<file path="src/rtl/debounce_sync.sv">
// Synchroniser plus consecutive-sample debouncer producing a clean level and rise/fall pulses.
// Define DEBOUNCE_EVCNT_EN to add the ev_cnt rising-edge event counter output.
module debounce_sync #(
    parameter int unsigned SYNC_STAGES     = 2,
    parameter int unsigned DEBOUNCE_CYCLES = 10,
    parameter int unsigned CNT_W           = 4
) (
    input  logic       clk,
    input  logic       rst,
    input  logic       din,
    output logic       q,
    output logic       qbar,
    output logic       rise,
    output logic       fall,
    output logic       busy
`ifdef DEBOUNCE_EVCNT_EN
    ,
    output logic [7:0] ev_cnt
`endif
);

    typedef enum logic {
        STABLE  = 1'b0,
        PENDING = 1'b1
    } state_t;

    localparam logic [CNT_W-1:0] CNT_LAST = CNT_W'(DEBOUNCE_CYCLES - 1);
    localparam logic [CNT_W-1:0] CNT_ONE  = CNT_W'(1);

    logic [SYNC_STAGES-1:0] sync_q, sync_d;
    logic                   s;
    state_t                 state_q, state_d;
    logic [CNT_W-1:0]       cnt_q, cnt_d;
    logic                   q_q, q_d;
    logic                   qbar_q, qbar_d;
    logic                   rise_q, rise_d;
    logic                   fall_q, fall_d;
    logic                   busy_q, busy_d;

    always_comb sync_d = {sync_q[SYNC_STAGES-2:0], din};
    assign s = sync_q[SYNC_STAGES-1];

    always_comb begin
        state_d = state_q;
        cnt_d   = cnt_q;
        q_d     = q_q;
        qbar_d  = qbar_q;
        rise_d  = 1'b0;
        fall_d  = 1'b0;
        case (state_q)
            STABLE: begin
                if (s != q_q) begin
                    // A single required sample commits immediately, no qualification window.
                    if (DEBOUNCE_CYCLES == 1) begin
                        q_d    = s;
                        qbar_d = ~s;
                        rise_d = s;
                        fall_d = ~s;
                        cnt_d  = '0;
                    end else begin
                        cnt_d   = CNT_ONE;
                        state_d = PENDING;
                    end
                end else begin
                    cnt_d = '0;
                end
            end
            PENDING: begin
                if (s == q_q) begin
                    cnt_d   = '0;
                    state_d = STABLE;
                end else if (cnt_q == CNT_LAST) begin
                    q_d     = s;
                    qbar_d  = ~s;
                    rise_d  = s;
                    fall_d  = ~s;
                    cnt_d   = '0;
                    state_d = STABLE;
                end else begin
                    cnt_d = cnt_q + CNT_ONE;
                end
            end
        endcase
        busy_d = (state_d == PENDING);
    end

    always_ff @(posedge clk or posedge rst) begin
        if (rst) begin
            sync_q  <= '0;
            state_q <= STABLE;
            cnt_q   <= '0;
            q_q     <= 1'b0;
            qbar_q  <= 1'b1;
            rise_q  <= 1'b0;
            fall_q  <= 1'b0;
            busy_q  <= 1'b0;
        end else begin
            sync_q  <= sync_d;
            state_q <= state_d;
            cnt_q   <= cnt_d;
            q_q     <= q_d;
            qbar_q  <= qbar_d;
            rise_q  <= rise_d;
            fall_q  <= fall_d;
            busy_q  <= busy_d;
        end
    end

    assign q    = q_q;
    assign qbar = qbar_q;
    assign rise = rise_q;
    assign fall = fall_q;
    assign busy = busy_q;

`ifdef DEBOUNCE_EVCNT_EN
    logic [7:0] ev_q, ev_d;

    // Counts alongside the rise pulse so ev_cnt and rise change on the same edge.
    always_comb ev_d = ev_q + {7'd0, rise_d};

    always_ff @(posedge clk or posedge rst) begin
        if (rst) ev_q <= '0;
        else     ev_q <= ev_d;
    end

    assign ev_cnt = ev_q;
`endif

endmodule

</file>
<file path="config.mk">
export PLATFORM = sky130hd
export DESIGN_NAME = debounce_sync
export DESIGN_NICKNAME = d
export VERILOG_FILES = /design/src/rtl/debounce_sync.sv
export SDC_FILE = /design/constraint.sdc
export NUM_CORES = 1
export LEC_CHECK = 0
export CORE_AREA = 2 2 39 41
export CTS_CLUSTER_DIAMETER = 50
export DETAILED_ROUTE_END_ITERATION = 10
export DIE_AREA = 0 0 41 43
export PLACE_DENSITY_LB_ADDON = 0.3
export SETUP_SLACK_MARGIN = 0.05
export SLEW_MARGIN = 5
export SYNTH_ARGS = -nofsm -noshare
export SYNTH_HDL_FRONTEND = slang
export SYNTH_SLANG_ARGS = --single-unit
</file>
<file path="constraint.sdc">
create_clock -name clk -period 1.9 [get_ports clk]
set_clock_uncertainty 0.2 [all_clocks]
set_input_delay 0.285 -clock clk [delete_from_list [all_inputs] [get_ports clk]]
set_output_delay 0.285 -clock clk [all_outputs]
set_load 0.005 [all_outputs]
</file>
After elaboration in Yosys (flattened, before gate mapping)
Index checks and enable logic that the tools add are counted.
- add/subtract/negate cells: 1
- equality and inequality tests: 3
- multiplexer cells: 14
- bitwise operators: 3
- reductions and logical operators: 1
- operators by type and width (cell ; count):
    2-to-1 mux 1 bit ; 10
    2-to-1 mux 4 bit ; 2
    case mux 4 bit (2 select lines) ; 1
    adder 4 x 1 -> 4 bit, second input constant ; 1
    equality test 4 bit, second input constant ; 1
    NOT 1 bit ; 3
    AND reduction 3 bit ; 1
    case mux 1 bit (2 select lines) ; 1
    equality test 1 bit ; 1
    != test 1 bit ; 1
- bits in registers: 11
- input bits: 3
- output and inout bits: 5
- word-level logic and storage cells: 29

Logic depth before layout (Yosys ltp)
Gate-level depths: netlist (run 1).
- word-level depth: 4
- gate-level depth with buffers: 5
- depth with buffers taken out: 5

Least setup slack after synthesis (run 1)
No wires, ideal clock.
- path kind: register -> register
- start point: register cnt_q[0]
- end point: register q_q, in the netlist q
- library setup time: 0.125 ns
- data arrival time: 1.221 ns
- data required time: 1.575 ns
- setup slack: 0.354 ns
- stages on the path, launching flop included: 5
- buffers on the path: 0
- clock period less this slack: 1.546 ns
- cell sequence: dfrtp_1 -> ha_1 -> and3b_1 -> and3_4 -> mux2_4
- longest elaborated chain between the ends: 2
- RTL lines (item ; line ; RTL):
    start, declared ; 33 ; logic [CNT_W-1:0] cnt_q, cnt_d;
    start signal, assigned ; 100 ; cnt_q <= cnt_d;
    equality test 4 bit ; 72 ; end else if (cnt_q == CNT_LAST) begin
    AND reduction 3 bit (no source line) ; -- ;
    end signal, assigned ; 101 ; q_q <= q_d;
    end, declared ; 34 ; logic q_q, q_d;
Every way passes these cells.
A chain may end at the register's enable or synchronous reset.

Worst setup path after layout (run 1)
- start point: register qbar_q, in the netlist qbar
- end point: output qbar
- RTL lines (item ; line ; RTL):
    start, declared ; 35 ; logic qbar_q, qbar_d;
    start signal, assigned ; 102 ; qbar_q <= qbar_d;
    end, declared ; 12 ; output logic qbar,
No word-level cell between the ends.

==> results of run 1 <==
[kinds of logic (layout without fill, tap and decap cells)]
family          after synthesis  in the layout  share of synthesized area
xor+xnor                      3              3                     0.0592
compound gates                2              2                     0.0282
fa+ha+maj                     2              2                     0.0563
buf+inv                       3             14                     0.0254
mux                           2              2                     0.0563
flops                        11             11                      0.623
simple gates                 10             10                      0.152
[stage by stage]
stage                     std cells  hold slack, ps  utilization  total power, mW  worst slack (ps)
after floorplan                  33           -63.3            -            0.261               354
after global placement           56             138        0.386            0.270               312
after detailed placement         56             146        0.386            0.271               275
after CTS                        60             110        0.405            0.427              89.4
after global routing             60             154        0.405            0.449              54.6
final                            60             104        0.405            0.418               111
[state kept, by name, indices dropped and copies added (netlist names)]
signal  count
cnt_q       4
sync_q      2
busy        1
fall        1
q           1
qbar        1
rise        1
[report_power, final]
part           leakage [nW]  switching, mW  internal, mW
combinational         0.100        0.00995        0.0106
sequential            0.141        0.00564         0.240
clock                0.0150         0.0703        0.0811
total                 0.256         0.0859         0.332
[placed cells by master (no fill, tap or decap), drive strengths merged]
master / count
ha: 2
nand3b: 1
inv: 3
and2: 2
xnor2: 1
nor2: 3
dfstp: 1
dfrtp: 10
xor2: 2
mux2i: 1
nand3: 1
and2b: 1
clkdlybuf4s50: 7
and3b: 1
and3: 1
clkbuf: 4
a21boi: 1
o21ai: 1
mux2: 1
[synthesized netlist by cell type]
cell type | n | area [sq um]
mux2_4 | 1 | 15.0
and2_2 | 2 | 15.0
dfrtp_1 | 10 | 250
mux2i_1 | 1 | 10.0
dfstp_2 | 1 | 26.3
and3b_1 | 1 | 8.76
a21boi_0 | 1 | 7.51
nand3b_1 | 1 | 7.51
nor2_1 | 3 | 11.3
xnor2_1 | 1 | 8.76
ha_1 | 2 | 25.0
o21ai_0 | 1 | 5.00
nand3_1 | 1 | 5.00
and3_4 | 1 | 11.3
inv_1 | 3 | 11.3
and2b_2 | 1 | 8.76
xor2_1 | 2 | 17.5
[worst max path at each step]
stage                       start       endpoint  slack, ps  cells past startpoint
6_report         qbar$_DFFE_PP1P_           qbar        110                      1
2_1_floorplan  cnt_q[0]$_DFF_PP0_  q$_DFFE_PP0P_        350                      4
5_1_grt          qbar$_DFFE_PP1P_           qbar         50                      1
4_1_cts          qbar$_DFFE_PP1P_           qbar         90                      1
3_3_place_gp   cnt_q[0]$_DFF_PP0_  q$_DFFE_PP0P_        310                      4
3_5_place_dp   cnt_q[1]$_DFF_PP0_  q$_DFFE_PP0P_        280                      5
[cell type report]
cell class / instances / area, sq um / area share
multi-input combinational: 19 / 156 / 0.279
sequential: 11 / 277 / 0.493
tap: 16 / 20.0 / 0.0357
timing repair buffer: 7 / 70.1 / 0.125
clock buffer: 4 / 26.3 / 0.0469
inverter: 3 / 11.3 / 0.0201
[metal layers]
layer,track usage,share of wire,vias to the layer above
met1,0.139,0.41,135
met5,0,0,-
met2,0.150,0.54,5
met3,0.0366,0.048,0
met4,0.100,0,0
li1,-,-,127
==> impl.org, run 1 <==
** Place
- Port Buf Inserts :: 7
- The placed instances occupy a cell area of 534 sq um.
- RD Place Congestion :: 0.689
- Summed over all nets, the half-perimeter wirelength after detailed placement is 510 microns.

** Critical path
- The worst register-to-register path has a setup slack of 280 ps.
- Critical Path Max Stage Delay :: 530 ps
- Along the worst path, the maximum fanout reaches 2.
- Crit-path slowest cell :: dfstp_2
- Sequence of cells on the critical path :: clkdlybuf4s50_1
- Kind of capture point of the worst setup path :: primary output
- STA puts the critical path data required time at 1410 ps.
- Among cell families on the critical path, the largest total delay comes from flip-flops.
- Counting both buffers and inverters, the worst setup path holds a total of 1.
- Worst Setup Start Kind :: flip-flop
- Worst r2r path cells :: 5
- Endpoint of the worst-slack reg-to-reg timing path :: q$_DFFE_PP0P_
- CP Data Arrival Time :: 1300 ps
- The worst setup path is of the reg2out kind.
- Start of the worst register-to-register path :: cnt_q[1]$_DFF_PP0_

** Logic synthesis
- Synthesized netlist cell count :: 33
- Ys Warns :: 0
- Of the synthesized area, sequential elements account for 0.623.
- Number of distinct library cells after synthesis :: 17
- Summing every instance area after synthesis gives 444 sq um.
- Counting flops and latches in the post-synthesis netlist gives 11.
- Syn Nets :: 38
- Average size of a mapped cell :: 13.5 sq um

** Timing
- Hold Vio Cnt, Final :: 0
- Adding up every negative setup slack in the final design gives 0 ps.
- Highest achievable clock rate :: 0.559 GHz
- Dividing the final minimum period by the clock period gives 0.941.
- Minimum period implied by the final worst setup slack :: 1790 ps
- Setup repair after global routing missed its margin :: false
- The max-slew violation total from the final report came to 0.
- Worst rel slew slack :: 0.728
- Count of endpoints failing setup in the final report :: 0
- For the pin with the worst max-slew slack, the measured transition is 408 ps.

** Routing
- Summing over every cut layer, the via total after detailed routing is 267.
- In the routed design, unresolved DRC markers number 0.
- For this run, the detailed router's first-pass iteration total came to 2.
- In the routed layout, each cell is associated on average with a via count of 4.45.
- After the first detailed-routing iteration, the DRC count stood at 1.
- In this run the remaining antenna-violating nets after routing total 0.
- For this block, the routed nets add up to 660 microns of wire.
- In the final routed layout, each cell accounts on average for 11.0 microns.

** Hold path
- Path category of the worst min-delay check :: in2async

** Clock network
- The number of setup buffers added after CTS is 0.
- Clock-pin slew was measured on the worst setup and hold paths at 70 ps.
- H-tree Lvls :: 1
- TritonCTS clock tree :: built
- Root buffer selected by CTS :: clkbuf_4
- In this run the deepest clock path goes through 2 buffers.
- CTS Buf Count :: 3
- Count of cells resized by post-cts repair :: 0
- Buffers inserted to repair hold after CTS numbered 0.
- TritonCTS sink count :: 11
- Worst-skew pair later-pin latency :: 260 ps

** Global route
- Initial antenna violation count :: 0
- The first global-routing pass estimated 1260 microns of wire.
- Entering global routing, the biggest net connects 12 pins.
- In the global route stage, overall resource usage came out at 0.113.
- Grt ovf :: 0
- The number of global-route vias before repair was 294.

** Power
- Maximum VDD drop :: 0.000372 V
- Summed over all cells, the static leakage comes to 0.256 nW.
- Total power divided by cell area :: 746 nW/um^2

** Die
- The core region is 1380 sq um.
- Die span in x :: 41 microns
- The initialized floorplan defines 14 standard-cell rows.
- Die height :: 43 microns
- Pin placement for this block handled 8 I/O pins.
- Initial standard-cell utilization of the core :: 0.321
- The die covers 1760 sq um.

** Run
- Max-cap violations in this run came to 0.

** Finish
- The finished cells cover 561 sq um.
- After the last flow step, the layout net total stands at 50.
- Of the cells placed in the final design, the portion with a size suffix greater than 1 is 0.205.
- Filler Cell Count :: 136
- The number of antenna diodes in the final layout is 0.
- Area added between synthesis and finish :: 26.2%

** Status
- Status :: finished, final reports clean
No activity file was read; power rests on OpenSTA's default activity.
==> run 2, diff against run 1 <==
ABC_CLOCK_PERIOD_IN_PS = 1700   (was unset)
CTS_CLUSTER_SIZE = 30   (was unset)
clock period = 1.7 ns   (was 1.9 ns; I/O delays follow)
==> run 2 against run 1 <==
Net effect: sequential power rose by 11%; combinational power up 58%; critical path type unchanged; utilization rose by 2.7 points; total power increased by 15%.
==> impl.org, run 2 (synthesized netlist as in run 1, its figures left out) <==
** Global route
- The wire length of the first global-routing pass is 1170 microns (-7.6%).
- Initial antenna violation count :: 0 (unchanged)
- The combined global-route utilization of all metal layers came to 0.105 (-0.00806).
- The total congestion overflow was 0 (unchanged).
- The number of global-route vias before repair came to 279 (-5.1%).
- The maximum number of pins on one net before global-route repair came to 12 (unchanged).

** Finish
- Register bank with the most flops :: cnt_q
- The count of fill cells added during filler insertion was 131 (-3.7%).
- Top flop regs :: cnt_q x4, sync_q x2
- In the layout the commonest cells are dfrtp_1, clkdlybuf4s50_1, buf_4.
- N_diodes :: 0 (unchanged)
- Share of layout cells above drive strength 1 :: 0.306 (+0.102)
- Fin area :: 598 sq um (+6.7%)
- The number of nets in the layout is 55 (+10%).
- The library cell used most frequently in the layout, excluding fill and tap cells, is dfrtp_1.
- The flip-flop count of the largest register, all copies and words added was 4 (unchanged).
- Compared with the post-synthesis result, the final layout area differs by 34.6%.

** Place
- RD Place Congestion :: 0.766 (+11%)
- Placed standard-cell area :: 542 sq um (+1.4%)
- Half-perimeter wire length after detailed placement :: 473 microns (-7.3%)
- The number of buffers inserted by port buffering was 7 (unchanged).

** Timing
- Count of endpoints failing setup in the final report :: 0 (unchanged)
- The actual transition at the worst max-transition pin was 414 ps (+6.42 ps).
- Final worst-path cycle share :: 0.946
- The final-layout worst hold slack came to 74.6 ps (-29.6 ps).
- The total count of hold-check failures in the final report is 0 (unchanged).
- Minimum period implied by the final worst setup slack :: 1610 ps
- Setup repair after global routing could not meet its margin everywhere.
- Slew Limit Fails :: 0 (unchanged)
- Highest achievable clock rate :: 0.622 GHz
- Worst rel slew slack :: 0.724 (-0.00428)
- Final sum of negative setup slack :: 0 ps (unchanged)

** Run
- The count of max-cap constraint violations came to 0 (unchanged).

** Critical path
- STA classifies the critical path endpoint as a primary output.
- CP Data Arrival Time :: 1150 ps (-150 ps)
- The logic depth of the worst register-to-register path came to 4 (-1).
- The number of buffer and inverter instances along the worst setup path was 1 (unchanged).
- On the critical path the largest part of the delay comes from buffers and inverters.
- The worst setup slack for register-to-register paths came to 100 ps (-180 ps).
- The number of cells on the critical path was 1 (unchanged).
- On the critical path, the stage with the largest delay is an instance of clkdlybuf4s50_1.
- Worst Path Required :: 1240 ps (-170 ps)
- Critical Path Max Stage Delay :: 510 ps (-20 ps)
- Start of the worst register-to-register path :: cnt_q[0]$_DFF_PP0_
- Worst-path maximum fanout :: 3 (+1)
- Traced cell by cell, the critical path runs through clkdlybuf4s50_1.
- The critical path in this run is classified as reg2out.
- The worst register-to-register path ends at q$_DFFE_PP0P_.
- STA classifies the critical path startpoint as a flip-flop.

** Routing
- Vias :: 285 (+6.7%)
- Post-detailed-route count of antenna-violating nets :: 0 (unchanged)
- Final wirelength :: 667 microns (+1.1%)
- The initial DRC count was 2 (+1).
- The via count normalized by instance count came to 4.38 (-1.5%).
- DRC viols :: 0 (unchanged)
- DRT Pass-1 Iters :: 2 (unchanged)
- Wirelength per Cell :: 10.3 microns (-6.7%)

** Status
- The flow ran to the end, and the final reports show no timing, DRC or antenna violations.

** Die
- Die span in x :: 41 microns (unchanged)
- Core area :: 1380 sq um (unchanged)
- The number of top-level design ports was 8 (unchanged).
- Die height :: 43 microns (unchanged)
- Area of the die :: 1760 sq um (unchanged)
- The initial cell density of the core is 0.321 (unchanged).
- The number of rows created at floorplan was 14 (unchanged).

** Power
- The leakage power was 0.285 nW (+12%).
- Total power divided by cell area :: 806 nW/um^2 (+8.0%)
- The maximum ir drop on the vdd rail came to 0.000431 V (+16%).

** Clock network
- The source-to-sink clock delay at the later pin of the worst-skew pair is 270 ps (about the same).
- TritonCTS built the clock tree.
- TritonCTS sink count :: 11 (unchanged)
- Number of buffers added to fix hold violations after cts :: 0 (unchanged)
- H-tree Lvls :: 1 (unchanged)
- The clock-pin slew of the registers on the worst-case setup and hold paths was 70 ps (about the same).
- The total clock buffers created by CTS came to 3 (unchanged).
- Maximum clock insertion buffer count :: 2 (unchanged)
- Root buffer selected by CTS :: clkbuf_4

** Hold path
- Path category of the worst min-delay check :: in2async
==> run 2: stage by stage <==
step           power, mW  setup WS, ps  utilization  instances
3_3_place_gp       0.304           104        0.392         57
3_5_place_dp       0.305          70.9        0.392         57
4_1_cts            0.485          60.1        0.416         62
2_1_floorplan      0.292           154            -         33
6_report           0.482          91.5        0.432         65
5_1_grt            0.509          44.7        0.432         65
==> run 2: worst max-delay path by stage <==
| stage | startpoint | endpoint | slack [ps] |
|---|---|---|---|
| after floorplan | cnt_q[0]$_DFF_PP0_ | q$_DFFE_PP0P_ | 150 |
| after global placement | cnt_q[0]$_DFF_PP0_ | q$_DFFE_PP0P_ | 100 |
| after detailed placement | cnt_q[1]$_DFF_PP0_ | q$_DFFE_PP0P_ | 70 |
| after CTS | q$_DFFE_PP0P_ | q | 60 |
| after global routing | cnt_q[1]$_DFF_PP0_ | q$_DFFE_PP0P_ | 40 |
| final | q$_DFFE_PP0P_ | q | 90 |
==> run 2: timing repair <==
action / CTS / global route
endpoints found under the setup margin: 3 / 2
pin swaps: 0 / 1
buffers inserted: 1 / 3
gates resized for setup: 2 / 0
==> run 2: final cells by class <==
type                            count  area (sq um)  area share
Clock buffer                        4          26.3      0.0439
Timing Repair Buffer               12           106       0.178
Sequential cell                    11           277       0.462
Multi-Input combinational cell     19           158       0.264
Inverter                            3          11.3      0.0188
Tap cell                           16          20.0      0.0335
==> run 2: power by group <==
group          internal [mW]  switching (mW)
combinational         0.0181          0.0145
sequential             0.269         0.00463
clock                 0.0908          0.0852
==> run 2: worst register-to-register path: stages, from the launching register on <==
cell and delay [ps]:
dfrtp_1 400, ha_1 190, and3b_2 220, and3_4 190
mux2_4 290
==> run 2: per-layer routing <==
metal,GRT usage,vias to the layer above,routed length (microns)
li1,-,138,-
met1,0.136,136,327
met2,0.128,8,289
met3,0.0366,3,24
met4,0.100,0,25
met5,0,-,0
==> run 3, diff against run 2 <==
CAP_MARGIN = 20   (was unset)
GPL_TIMING_DRIVEN = 0   (was unset)
==> run 3 against run 2 <==
Net effect: design area fell by 4.6%; sequential cell count did not move; worst setup slack got worse by 31 ps; hold slack got worse by 6.1 ps; clock-buffer cell count did not move; cell count fell by 6.2%; total power fell by 2.2%; first-iteration DRC count fell by 100%; utilization fell by 2.0 points; fmax fell by 1.9%; clock power fell by 2%; global-route usage fell by 0.26 points; critical path type is now reg2reg; highest routed layer is now met3.
==> impl.org, run 3 (synthesized netlist as in run 1, its figures left out) <==
** Status
- Status :: finished, final reports clean

** Hold path
- In this run the worst hold path is classified as in2async.

** Finish
- The area occupied by registers is 277 sq um (unchanged).
- The count of fill cells added during filler insertion came to 124 (-5.3%).
- The post-route core utilization came to 0.412 (-0.0199).
- The fraction of final layout cells with drive strength greater than 1 was 0.244 (-0.0617).
- Leaving out fill and tap cells, the most frequent cell in the layout is dfrtp_1.
- The final standard cell count with taps included and fillers excluded was 61 (-6.2%).
- Max FFs per register :: 4 (unchanged)
- The top cell types in the final layout, fill and taps aside, are dfrtp_1, clkdlybuf4s50_1, inv_1, nor2_1, clkbuf_4.
- Relative to the synthesized area, the layout overhead comes to 28.5%.
- Layout Nets :: 51 (-7.3%)
- Top flop regs :: cnt_q x4, sync_q x2
- Footprint of the multi-input gates :: 158 sq um (unchanged)
- cnt_q holds more flip-flops than any other register.
- The number of inserted diodes was 0 (unchanged).

** Timing
- The final count of negative-setup-slack endpoints came to 0 (unchanged).
- The setup TNS after final layout was 0 ps (unchanged).
- The actual transition at the worst max-transition pin was 395 ps (-19.2 ps).
- Minimum period implied by the final worst setup slack :: 1640 ps (+30.6 ps)
- Final worst-path cycle share :: 0.964 (+0.0180)
- Hold Vio Cnt, Final :: 0 (unchanged)
- The max-slew violation total from the final report came to 0 (unchanged).
- The relative slew slack came to 0.736 (+0.0128).
- The final critical-path setup slack was 60.9 ps (-30.6 ps).
- The highest achievable clock rate was 0.610 GHz (-1.9%).
- Setup repair after global routing missed its margin :: true

** Critical path
- Crit Path Class :: reg2reg
- The highest fanout seen on the critical path was 4 (+1).
- CP Data Arrival Time :: 1590 ps (+440 ps)
- STA classifies the critical path startpoint as a flip-flop.
- Worst Path Required :: 1650 ps (+410 ps)
- Kind of capture point of the worst setup path :: flip-flop

** Global route
- Pin count of the biggest net entering global routing :: 12 (unchanged)
- Initial antenna violation count :: 0 (unchanged)
- Number of global-route vias before repair :: 287 (+2.9%)
- The total congestion overflow is 0 (unchanged).
- First-pass GRT wire length :: 1180 microns (+1.1%)
- Global routing usage summed across all routing layers :: 0.103 (-0.00265)

** Clock network
- TritonCTS sink count :: 11 (unchanged)
- The total clock buffers created by CTS came to 3 (unchanged).
- The source-to-sink clock delay at the later pin of the worst-skew pair was 260 ps (about the same).
- The number of H-tree levels came to 1 (unchanged).
- The clock-pin slew of the registers on the worst-case setup and hold paths came to 70 ps (about the same).
- The root buffer cell chosen for the clock tree is clkbuf_4.
- TritonCTS clock tree :: built
- Maximum clock insertion buffer count :: 2 (unchanged)

** Routing
- Via density :: 4.08 (-6.9%)
- The detailed-route DRC error count was 0 (unchanged).
- The iteration count of the initial detailed-routing pass is 1 (-1).
- The routed wirelength normalized by instance count is 10.3 microns (+0.17%).
- The routed wire length is 627 microns (-6.0%).
- Highest layer used for signal routing :: met3
- Met2 wire len :: 303 microns (+4.8%)
- The count of antenna-violating nets left after detailed routing came to 0 (unchanged).
- The met1 routed wirelength after detailed routing was 291 microns (-11%).
- Routed wire length on met3 :: 32 microns (+33%)
- Vias :: 249 (-13%)
- Initial DRC count :: 0 (-2)

** Die
- The placeable core region came to 1380 sq um (unchanged).
- The number of rows created at floorplan is 14 (unchanged).
- Initial standard-cell utilization of the core :: 0.321 (unchanged)
- Area of the die :: 1760 sq um (unchanged)
- The number of top-level design ports came to 8 (unchanged).
- The overall die width came to 41 microns (unchanged).
- Die height :: 43 microns (unchanged)

** Place
- Half-perimeter wire length after detailed placement :: 482 microns (+1.9%)
- Post-Place Setup Slack :: 81.2 ps (+10.3 ps)
- The post-placement cell count came to 56 (-1.8%).
- RD Place Congestion :: 0.707 (-7.8%)
- Port Buf Inserts :: 7 (unchanged)

** Power
- The fraction of power consumed by sequential logic is 0.582 (+0.015).
- The switching power of the nets came to 98.8 uW (-5.3%).
- The switching share of total power came to 0.210 (-0.00699).
- Maximum VDD drop :: 0.000427 V (-0.93%)
- The power consumption is 471 uW (-2.2%).
- The proportion of power drawn by combinational gates was 0.054 (-0.014).
- Clock power frac :: 0.364 (about the same)
- Cell leakage power :: 0.284 nW (-0.62%)
- Total power divided by cell area :: 826 nW/um^2 (+2.6%)
- Internal portion of total power :: 373 uW (-1.3%)

** Run
- Max-capacitance violation count :: 0 (unchanged)
## run 3: cell types whose count changed in the layout (fill, tap and decap cells not counted)
cell             before  now
clkdlybuf4s50_1       6    5
dlymetal6s2s_1        0    1
buf_4                 5    1
## run 3: worst max-delay path, stage by stage (launching register included)
cell and delay, ps:
dfrtp_1 420, ha_1 200, and3b_2 230, and3_4 190, mux2_4 290
## run 3: routing by layer
layer | vias to the layer above | track usage
li1 | 129 | -
met2 | 7 | 0.153
met4 | 0 | 0.0600
met1 | 113 | 0.124
met5 | - | 0
met3 | 0 | 0.0314
## run 3: path summary, 6_finish.rpt
path                                          start  cells past startpoint                   to  slack, ps
worst max-delay path             cnt_q[0]$_DFF_PP0_                      4        q$_DFFE_PP0P_         60
worst min-delay path                            rst                      2       fall$_DFF_PP0_         70
worst max register to register   cnt_q[0]$_DFF_PP0_                      4        q$_DFFE_PP0P_         60
worst min register to register  sync_q[0]$_DFF_PP0_                      0  sync_q[1]$_DFF_PP0_        150
max in group asynchronous                       rst                      2     qbar$_DFFE_PP1P_        920
min in group clk                sync_q[0]$_DFF_PP0_                      0  sync_q[1]$_DFF_PP0_        150
## run 3: final cells by class
cell class / instances / share of cell area
clock buffer: 4 / 0.0461
inverter: 3 / 0.0197
multi-input combinational: 19 / 0.276
sequential: 11 / 0.485
timing repair buffer: 8 / 0.138
tap: 16 / 0.0351
## run 3: power groups by stage
stage | Clock, mW | Sequential, mW | Combinational [mW]
5_1_grt | 0.196 | 0.275 | 0.0299
3_5_place_dp | 0 | 0.280 | 0.0237
4_1_cts | 0.177 | 0.275 | 0.0239
2_1_floorplan | 0 | 0.278 | 0.0134
3_3_place_gp | 0 | 0.279 | 0.0229
6_report | 0.172 | 0.274 | 0.0256
## run 3: per-stage QoR
stage / cell area (sq um) / hold WS [ps]
after global routing: 571 / 130
after global placement: 534 / 138
after detailed placement: 534 / 139
after floorplan: 444 / -93.3
final: 571 / 68.4
after CTS: 559 / 87.8
## run 3: what timing repair did
action / in CTS / in global routing
setup buffers: 0 / 1
hold buffers: 0 / 0
resized for setup: 1 / 2
gates cloned: 0 / 0
endpoints found under the setup margin: 1 / 3
